## src/rtl/win_accum_pkg.sv

```systemverilog
// Shared definitions for the windowed accumulator: mode encoding and a
// constant-evaluable ceiling-log2 used to size the window sum and pointers.
package win_accum_pkg;

    // Runtime accumulation mode, as presented on the mode input.
    typedef enum logic {
        ModeRun = 1'b0,  // running sum
        ModeWin = 1'b1   // sliding-window sum
    } mode_e;

    localparam logic MODE_RUN = 1'b0;
    localparam logic MODE_WIN = 1'b1;

    // Ceiling log2; clog2(1) = 0, clog2(4) = 2, clog2(5) = 3.
    function automatic int unsigned clog2(input int unsigned value);
        int unsigned result;
        int unsigned v;
        result = 0;
        v      = (value > 0) ? value - 1 : 0;
        while (v > 0) begin
            result = result + 1;
            v      = v >> 1;
        end
        return result;
    endfunction

endpackage

```

## src/rtl/win_accum_buf.sv

```systemverilog
// Circular sample buffer for the window sum. rdat is the entry the next
// write will overwrite, i.e. the oldest sample once the window is full,
// and zero before that because a clear or reset zeroes every slot.
module win_buf
    import win_accum_pkg::*;
#(
    parameter int unsigned DIN_W = 6,
    parameter int unsigned WIN   = 4
) (
    input  logic             clk,
    input  logic             rst_n,
    input  logic             clr,
    input  logic             wr_en,
    input  logic [DIN_W-1:0] wdat,
    output logic [DIN_W-1:0] rdat,
    output logic             full
);

    localparam int unsigned PTR_W  = clog2(WIN);
    localparam int unsigned FILL_W = clog2(WIN + 1);

    logic [DIN_W-1:0]  mem_q [WIN];
    logic [PTR_W-1:0]  wr_ptr_q;
    logic [FILL_W-1:0] fill_q;

    // Buffer storage, write pointer and fill count; clr zeroes everything.
    always_ff @(posedge clk or negedge rst_n) begin
        if (!rst_n) begin
            for (int i = 0; i < WIN; i++) begin
                mem_q[i] <= '0;
            end
            wr_ptr_q <= '0;
            fill_q   <= '0;
        end else if (clr) begin
            for (int i = 0; i < WIN; i++) begin
                mem_q[i] <= '0;
            end
            wr_ptr_q <= '0;
            fill_q   <= '0;
        end else if (wr_en) begin
            mem_q[wr_ptr_q] <= wdat;
            if (wr_ptr_q == PTR_W'(WIN - 1)) begin
                wr_ptr_q <= '0;
            end else begin
                wr_ptr_q <= wr_ptr_q + 1'b1;
            end
            if (fill_q != FILL_W'(WIN)) begin
                fill_q <= fill_q + 1'b1;
            end
        end
    end

    // Oldest-entry read and "window full once this write lands" flag, so the
    // top can qualify the very write that completes the window.
    always_comb begin
        rdat = mem_q[wr_ptr_q];
        full = (fill_q == FILL_W'(WIN)) ||
               (wr_en && (fill_q == FILL_W'(WIN - 1)));
    end

endmodule

```

## src/rtl/win_accum.sv

```systemverilog
// Gated sample accumulator with two runtime modes: running sum with
// saturate/wrap overflow handling, or sliding-window sum over the last WIN
// samples. Output is registered, one cycle after the accepting edge.
module win_accum
    import win_accum_pkg::*;
#(
    parameter int unsigned DIN_W  = 6,
    parameter int unsigned DOUT_W = 8,
    parameter int unsigned WIN    = 4,
    parameter bit          SAT    = 1'b1
) (
    input  logic              clk,
    input  logic              rst_n,
    input  logic              en,
    input  logic [DIN_W-1:0]  din,
    input  logic              mode,
    input  logic              clr,
    output logic [DOUT_W-1:0] dout,
    output logic              dout_vld,
    output logic              ovf
);

    // Window sum is wide enough for WIN full-scale samples, so it never wraps.
    localparam int unsigned SUM_W = DIN_W + clog2(WIN);
    localparam int unsigned MAX_W = (SUM_W > DOUT_W) ? SUM_W : DOUT_W;

    mode_e             mode_q;
    logic [DOUT_W-1:0] acc_q;
    logic [SUM_W-1:0]  sum_q;
    logic [DOUT_W-1:0] dout_q;
    logic              dout_vld_q;
    logic              ovf_q;

    logic              do_clr;
    logic              accept;
    logic              buf_wr;
    logic [DIN_W-1:0]  buf_rdat;
    logic              buf_full;

    logic [DOUT_W:0]   acc_ext;
    logic              acc_carry;
    logic [DOUT_W-1:0] acc_new;
    logic [SUM_W-1:0]  sum_next;
    logic [MAX_W-1:0]  sum_ext;
    logic              red_ovf;
    logic [DOUT_W-1:0] sum_red;

    // Explicit or mode-change clear; either one drops the sample of that cycle.
    always_comb begin
        do_clr = clr || (mode != logic'(mode_q));
        accept = en && !do_clr;
        buf_wr = accept && (mode_q == ModeWin);
    end

    win_buf #(
        .DIN_W (DIN_W),
        .WIN   (WIN)
    ) u_win_buf (
        .clk   (clk),
        .rst_n (rst_n),
        .clr   (do_clr),
        .wr_en (buf_wr),
        .wdat  (din),
        .rdat  (buf_rdat),
        .full  (buf_full)
    );

    // Running-sum adder with one carry bit, and window add/evict with reduction.
    always_comb begin
        acc_ext   = {1'b0, acc_q} + (DOUT_W + 1)'(din);
        acc_carry = acc_ext[DOUT_W];
        if (acc_carry && SAT) begin
            acc_new = '1;
        end else begin
            acc_new = acc_ext[DOUT_W-1:0];
        end

        // Modulo arithmetic is exact here: the evicted sample is part of sum_q.
        sum_next = sum_q + SUM_W'(din) - SUM_W'(buf_rdat);
        sum_ext  = MAX_W'(sum_next);
        red_ovf  = (sum_ext >> DOUT_W) != '0;
        if (red_ovf && SAT) begin
            sum_red = '1;
        end else begin
            sum_red = sum_ext[DOUT_W-1:0];
        end
    end

    // Mode register, accumulators and registered outputs.
    always_ff @(posedge clk or negedge rst_n) begin
        if (!rst_n) begin
            mode_q     <= ModeRun;
            acc_q      <= '0;
            sum_q      <= '0;
            dout_q     <= '0;
            dout_vld_q <= 1'b0;
            ovf_q      <= 1'b0;
        end else if (do_clr) begin
            mode_q     <= mode_e'(mode);
            acc_q      <= '0;
            sum_q      <= '0;
            dout_q     <= '0;
            dout_vld_q <= 1'b0;
            ovf_q      <= 1'b0;
        end else if (accept) begin
            if (mode_q == ModeRun) begin
                acc_q      <= acc_new;
                dout_q     <= acc_new;
                dout_vld_q <= 1'b1;
                if (acc_carry) begin
                    ovf_q <= 1'b1;
                end
            end else begin
                sum_q <= sum_next;
                // Output only advances once the window holds WIN real samples.
                if (buf_full) begin
                    dout_q     <= sum_red;
                    dout_vld_q <= 1'b1;
                    if (red_ovf) begin
                        ovf_q <= 1'b1;
                    end
                end else begin
                    dout_vld_q <= 1'b0;
                end
            end
        end else begin
            dout_vld_q <= 1'b0;
        end
    end

    // Drive outputs straight from their registers.
    always_comb begin
        dout     = dout_q;
        dout_vld = dout_vld_q;
        ovf      = ovf_q;
    end

endmodule

```

## config.mk

```make
export PLATFORM = sky130hd
export DESIGN_NAME = win_accum
export DESIGN_NICKNAME = d
export VERILOG_FILES = /design/src/rtl/win_accum_pkg.sv /design/src/rtl/win_accum_buf.sv /design/src/rtl/win_accum.sv
export SDC_FILE = /design/constraint.sdc
export NUM_CORES = 1
export LEC_CHECK = 0
export CAP_MARGIN = 20
export CORE_MARGIN = 4
export CORE_UTILIZATION = 40
export CTS_BUF_LIST = sky130_fd_sc_hd__clkbuf_16
export DETAILED_ROUTE_END_ITERATION = 8
export GPL_ROUTABILITY_DRIVEN = 0
export GPL_TIMING_DRIVEN = 0
export PLACE_DENSITY = 0.63
export SYNTH_ARGS = -nofsm -noshare
export SYNTH_HDL_FRONTEND = slang
export SYNTH_SLANG_ARGS = --single-unit
```

## constraint.sdc

```tcl
create_clock -name clk -period 6.8 [get_ports clk]
set_input_delay 1.36 -clock clk [delete_from_list [all_inputs] [get_ports clk]]
set_output_delay 1.36 -clock clk [all_outputs]
set_load 0.005 [all_outputs]
```

==> run metrics, run 1 <==
outcome=complete, no violations; clock latency on the worst-skew pair=0.30 ns; P_leak=1.800 nW; drt wl/cell=17.13 µm; unrepaired setup endpoints after global routing=false; Residual DRC=0; Reg2Reg Capture Point=sum_q[6]$_DFFE_PN0P_; starting density of the core=41.33%; clock-pin slew on the worst setup and hold paths=0.07 ns; DR iter-0 viols=148; CP arrival=4.17 ns; post-synth top area share=41.27%; clock root buffer=clkbuf_16; # setup viols final=0; synth warn=0; cts repair resizes=0; Syn Std Cell Area=3396 µm²; total track usage=17.53%; actual slew at the worst max-slew pin=0.7268 ns; Worst IR Drop VDD=0.09752 mV; global-route wire length before repair=13810 µm; vias per cell=5.506; antenna violations before repair=0; area delta synth->final=14.48%; die width=100.1 µm; layout cells sized above 1=7.467%; Final Skew=0.007861 ns; Synth area leaders=dfrtp_1 41%, ha_1 7.7%, a22o_1 6.7%, fa_1 4.1%, mux4_2 4.0%; Fin. Hold Viols=0; Worst Setup End Kind=flop; FP Rows=33; CP Cell Sequence=clkdlybuf4s50_1, inv_1, fa_1, inv_1, fa_1, a21oi_1, o211ai_1, a21oi_1, xnor2_1, a22o_1; TritonCTS clock tree=built; most common cell in the netlist=dfrtp_1; WP data required=6.98 ns; port bufs=20; H-tree depth=2; Mapped Cells=346; Synth Net Count=385; I/O pins=21; largest net degree at the start of global routing=33; EDFF count, synth=0; slowest CP cell=clkdlybuf4s50_1; Post-DP HPWL=6068 µm; final wirelength=8221 µm; via count=2643; post-synthesis average cell area=9.814 µm²; vias in the first global route=2621; fin crit period=3.983 ns; Slew headroom=51.55%; CORE AREA=8217 µm²; Hold Path Depth=2; ANT cells=0; met2 GRT Util=27.47%; busiest layer in global routing=met2; Tot Pwr=0.0007477 W; setup TNS=0 ns; Global Route met1 Usage=24.87%; Synth area leader=dfrtp_1; Critical path origin=din[1]; Max Slew Vio Count=0; Pre-Repair DR Iteration Count=4; Hold Path End=acc_q[0]$_DFFE_PN0P_; kind of critical path=primary input to flop; final-stage net count=413; Clock Sinks=56; postcts setup bufs=0; Synth Flop Type=dfrtp_1; Max-Cap Viols=0; worst reg2reg path depth=10; Post-synth ARST share=100.0%; M3 GR Usage=2.502%; DIE AREA=10030 µm²; Reg2Reg Setup Slack=3.34 ns; commonest cells in the netlist=56 x dfrtp_1, 35 x inv_1, 33 x nand2_1; crit start category=primary input; register area share after synthesis=41.27%; Hold Path Origin=acc_q[0]$_DFFE_PN0P_; Worst path max stage delay=0.71 ns; FILL cells=757; synth unique cells=54; Cell Pwr Density=192.3 nW/µm²; Max Fclk=0.2510 GHz; CTS max path bufs=2; RR Startpoint=u_win_buf.wr_ptr_q[0]$_DFFE_PN0P_; Die Ht=100.1 µm; crit-path max FO=7; grt ovf=0; CTS hold repair buffers=0; final cycle utilization of the critical path=58.58%; worst hold path class=flop to flop; Synth Register Bits=56; Post-DRT Antenna Nets=0; CTS buffer count=5
where the power goes:
part	internal, W	switching (W)
Sequential	0.000341	0.00000623
Combinational	0.0000575	0.0000847
Clock	0.000136	0.000122
Total	0.000535	0.000213
worst max-delay path: cells and delay by family:
family          cells  cell delay [ns]
fa+ha+maj           2             1.00
buf+inv             3             0.90
compound gates      4             0.80
xor+xnor            1             0.10
cell families after synthesis:
logic type      synth area share (%)
xor+xnor                       2.063
simple gates                   12.12
buf+inv                        5.637
compound gates                 22.77
fa+ha+maj                      11.86
mux                            4.274
flops                          41.27
routing by layer:
layer  part of all wire, %  vias to the layer above
met1                    48                     1294
li1                      -                     1284
met5                     0                        -
met2                    46                       50
met3                   3.4                       15
met4                   2.5                        0
registers in the layout (all words and copies together) (netlist names):
signal / cells
ovf: 1
dout_vld: 1
u_win_buf.fill_q: 3
acc_q: 8
mode_q: 1
u_win_buf.wr_ptr_q: 2
u_win_buf.mem_q: 24
sum_q: 8
dout: 8
layout make-up:
type | count | area, µm² | share of cell area [%]
Clock buffer | 5 | 125.1 | 3.219
Inverter | 35 | 131.4 | 3.379
Timing Repair Buffer | 21 | 215.2 | 5.536
Multi-Input combinational cell | 240 | 1803 | 46.38
Sequential cell | 56 | 1401 | 36.05
Buffer | 15 | 60.06 | 1.545
Tap cell | 105 | 131.4 | 3.379
Clock inverter | 3 | 20.02 | 0.5150
placed cells by master, fill, tap and decap left out, drive strengths merged, types with 2 or more instances in the layout:
master,n
or2,3
fa,7
nand4,3
nand2b,2
a21o,6
xor2,4
nor2b,2
nand2,33
buf,8
nor2,19
o211ai,2
a211oi,2
a211o,2
a21oi,22
or3,3
dfrtp,56
o21bai,3
xnor2,4
a31oi,2
nor3,4
ha,21
o2111ai,2
clkdlybuf4s50,19
and2,9
nand3,6
o21ai,30
mux4,6
and3,2
clkbuf,14
a22o,26
inv,36
worst max path at each step:
stage                                      end  slack [ns]
after floorplan           sum_q[6]$_DFFE_PN0P_        3.49
final                     sum_q[6]$_DFFE_PN0P_        2.82
after CTS                  dout[6]$_DFFE_PN0P_        2.80
after detailed placement   dout[6]$_DFFE_PN0P_        2.50
after global routing       dout[6]$_DFFE_PN0P_        2.62
after global placement     dout[6]$_DFFE_PN0P_        2.52
stage by stage:
step	std cells	setup slack (ns)	hold slack, ns	utilization (%)	cell area [µm²]
6_report	480	2.817	0.4831	47.31	3887
5_1_grt	480	2.618	0.5094	47.31	3887
4_1_cts	480	2.802	0.4872	47.31	3887
3_5_place_dp	472	2.503	0.4690	45.55	3742
3_3_place_gp	471	2.516	0.4685	45.36	3727
2_1_floorplan	346	3.492	0.4500	-	3396
Note: power is estimated with default switching activity, not from simulation.
==> inputs of run 2 (changes only) <==
Settings changed: PLACE_DENSITY 0.63 to 0.66.
Clock period 6.8 ns to 3.5 ns, I/O delays scaled along.
==> run 2 against run 1 <==
Effect of this change:
- first-iteration DRC count is 26% lower
- flip-flop and latch count stayed put
- clock skew down 0.0055 ns
- register-to-register slack got worse by 3.1 ns
- worst hold slack worse by 0.058 ns
- cell area up 0.35%
- largest power group unchanged
- highest routed layer unchanged
==> run metrics, run 2 (synthesized netlist as in run 1, its figures left out) <==
outcome=complete, no violations (unchanged); CTS hold repair buffers=0 (unchanged); die width=100.1 µm (unchanged); Max Slew Vio Count=0 (unchanged); Final Cell Area=3901 µm² (was 3887 µm²); Slew headroom=51.85% (was 51.55%); Min Hold Slack=0.4253 ns (was 0.4831 ns); CP arrival=3.56 ns (was 4.17 ns); Final Skew=0.002391 ns (was 0.007861 ns); DIE AREA=10030 µm² (unchanged); Pre-Repair DR Iteration Count=4 (unchanged); kind of critical path=primary input to flop (unchanged); clock-pin slew on the worst setup and hold paths=0.07 ns (about the same); most frequent cells in the layout=56 x dfrtp_1, 35 x inv_1, 33 x nand2_1 (was 56 x dfrtp_1, 36 x inv_1, 33 x nand2_1); Placed Area=3742 µm² (unchanged); clock latency on the worst-skew pair=0.29 ns (was 0.30 ns); drt wl/cell=16.58 µm (was 17.13 µm); starting density of the core=41.33% (unchanged); Cell Pwr Density=378.4 nW/µm² (was 192.3 nW/µm²); clock root buffer=clkbuf_16 (unchanged); total track usage=17.22% (was 17.53%); FILL cells=754 (was 757); fin crit period=3.322 ns; Largest register FFs=24 (unchanged); WP data required=3.73 ns (was 6.98 ns); worst hold path class=primary input to async pin (was flop to flop); H-tree depth=2 (unchanged); CTS buffer count=5 (unchanged); Worst Setup End Kind=flop (unchanged); Post-DRT Antenna Nets=0 (unchanged); P_leak=1.809 nW (was 1.800 nW); crit-path max FO=7 (unchanged); FP Rows=33 (unchanged); final-stage net count=413 (unchanged); area delta synth->final=14.89% (was 14.48%); vias per cell=5.563 (was 5.506); Residual DRC=0 (unchanged); commonest non-fill, non-tap cell in the layout=dfrtp_1 (unchanged); ANT cells=0 (unchanged); Reg2Reg Setup Slack=0.22 ns (was 3.34 ns); antenna violations before repair=0 (unchanged); port bufs=20 (unchanged); I/O pins=21 (unchanged); Post-DP HPWL=6092 µm (was 6068 µm); global-route wire length before repair=13610 µm (was 13810 µm); final wirelength=7957 µm (was 8221 µm); CORE AREA=8217 µm² (unchanged); CTS max path bufs=2 (unchanged); actual slew at the worst max-slew pin=0.7222 ns (was 0.7268 ns); layout cells sized above 1=8.533% (was 7.467%); final cycle utilization of the critical path=94.90%; Top reg by flops=u_win_buf.mem_q (unchanged); Clock Sinks=56 (unchanged); via count=2670 (was 2643); DR iter-0 viols=110 (was 148); grt ovf=0 (unchanged); # setup viols final=0 (unchanged); largest net degree at the start of global routing=30 (was 33); Die Ht=100.1 µm (unchanged); Worst IR Drop VDD=0.2815 mV (was 0.09752 mV); unrepaired setup endpoints after global routing=false (unchanged); Fin. Hold Viols=0 (unchanged); postcts setup bufs=0 (unchanged); TritonCTS clock tree=built (unchanged); crit start category=primary input (unchanged); vias in the first global route=2705 (was 2621); Max Fclk=0.3011 GHz; Max-Cap Viols=0 (unchanged)
==> run 2: repair_timing <==
action	4_1_cts	5_1_grt
setup endpoints to repair	4	3
pin swaps	0	0
resized for setup	1	3
==> run 2: final cells by class <==
cell class	instances	area [µm²]	share of cell area [%]
sequential	56	1401	35.92
timing repair buffer	21	215.2	5.516
clock inverter	3	22.52	0.5773
buffer	15	61.31	1.572
tap	105	131.4	3.368
multi-input combinational	240	1813	46.47
inverter	35	131.4	3.368
clock buffer	5	125.1	3.207
==> run 2: report_power, final <==
part           internal, W  leakage [nW]  switching (W)
combinational     0.000114         0.963       0.000171
sequential        0.000663         0.772      0.0000106
clock             0.000269        0.0742       0.000249
total              0.00105          1.81       0.000431
==> run 2: critical path: stages <==
cell and delay (ns):
clkdlybuf4s50_1 0.71, inv_1 0.13, fa_1 0.55, inv_1 0.07
ha_1 0.29, a21oi_1 0.25, o2111ai_2 0.20, and3_1 0.18
o21ai_0 0.26, a32o_1 0.20
==> run 2: final timing paths <==
kind | start | end | cells after the start
hold reg to reg | dout[6]$_DFFE_PN0P_ | dout[6]$_DFFE_PN0P_ | 2
setup reg to reg | u_win_buf.wr_ptr_q[0]$_DFFE_PN0P_ | dout[7]$_DFFE_PN0P_ | 10
max in group asynchronous | rst_n | dout[6]$_DFFE_PN0P_ | 2
min in group clk | dout[6]$_DFFE_PN0P_ | dout[6]$_DFFE_PN0P_ | 2
setup / recovery | din[1] | dout[7]$_DFFE_PN0P_ | 10
hold / removal | rst_n | u_win_buf.mem_q[13]$_DFFE_PN0P_ | 1
==> run 2: metrics by stage <==
step / power, W / util (%) / instances / TNS [ns] / setup slack [ns]
global placement: 0.0009612 / 45.36 / 471 / -3.650 / -0.1767
finish: 0.001476 / 47.48 / 480 / 0 / 0.1784
CTS: 0.001484 / 47.36 / 480 / 0 / 0.1392
global route: 0.001554 / 47.48 / 480 / 0 / 0.05067
detailed placement: 0.0009671 / 45.55 / 472 / -0.7122 / -0.1933
floorplan: 0.0008633 / - / 346 / 0 / 0.3286
==> run 2: layer usage <==
metal | vias up | routed length [µm] | global-route usage [%]
met4 | 0 | 91 | 4.041
met5 | - | 0 | 0
met1 | 1302 | 3707 | 24.88
met2 | 76 | 3674 | 26.35
met3 | 8 | 484 | 4.031
li1 | 1284 | - | -
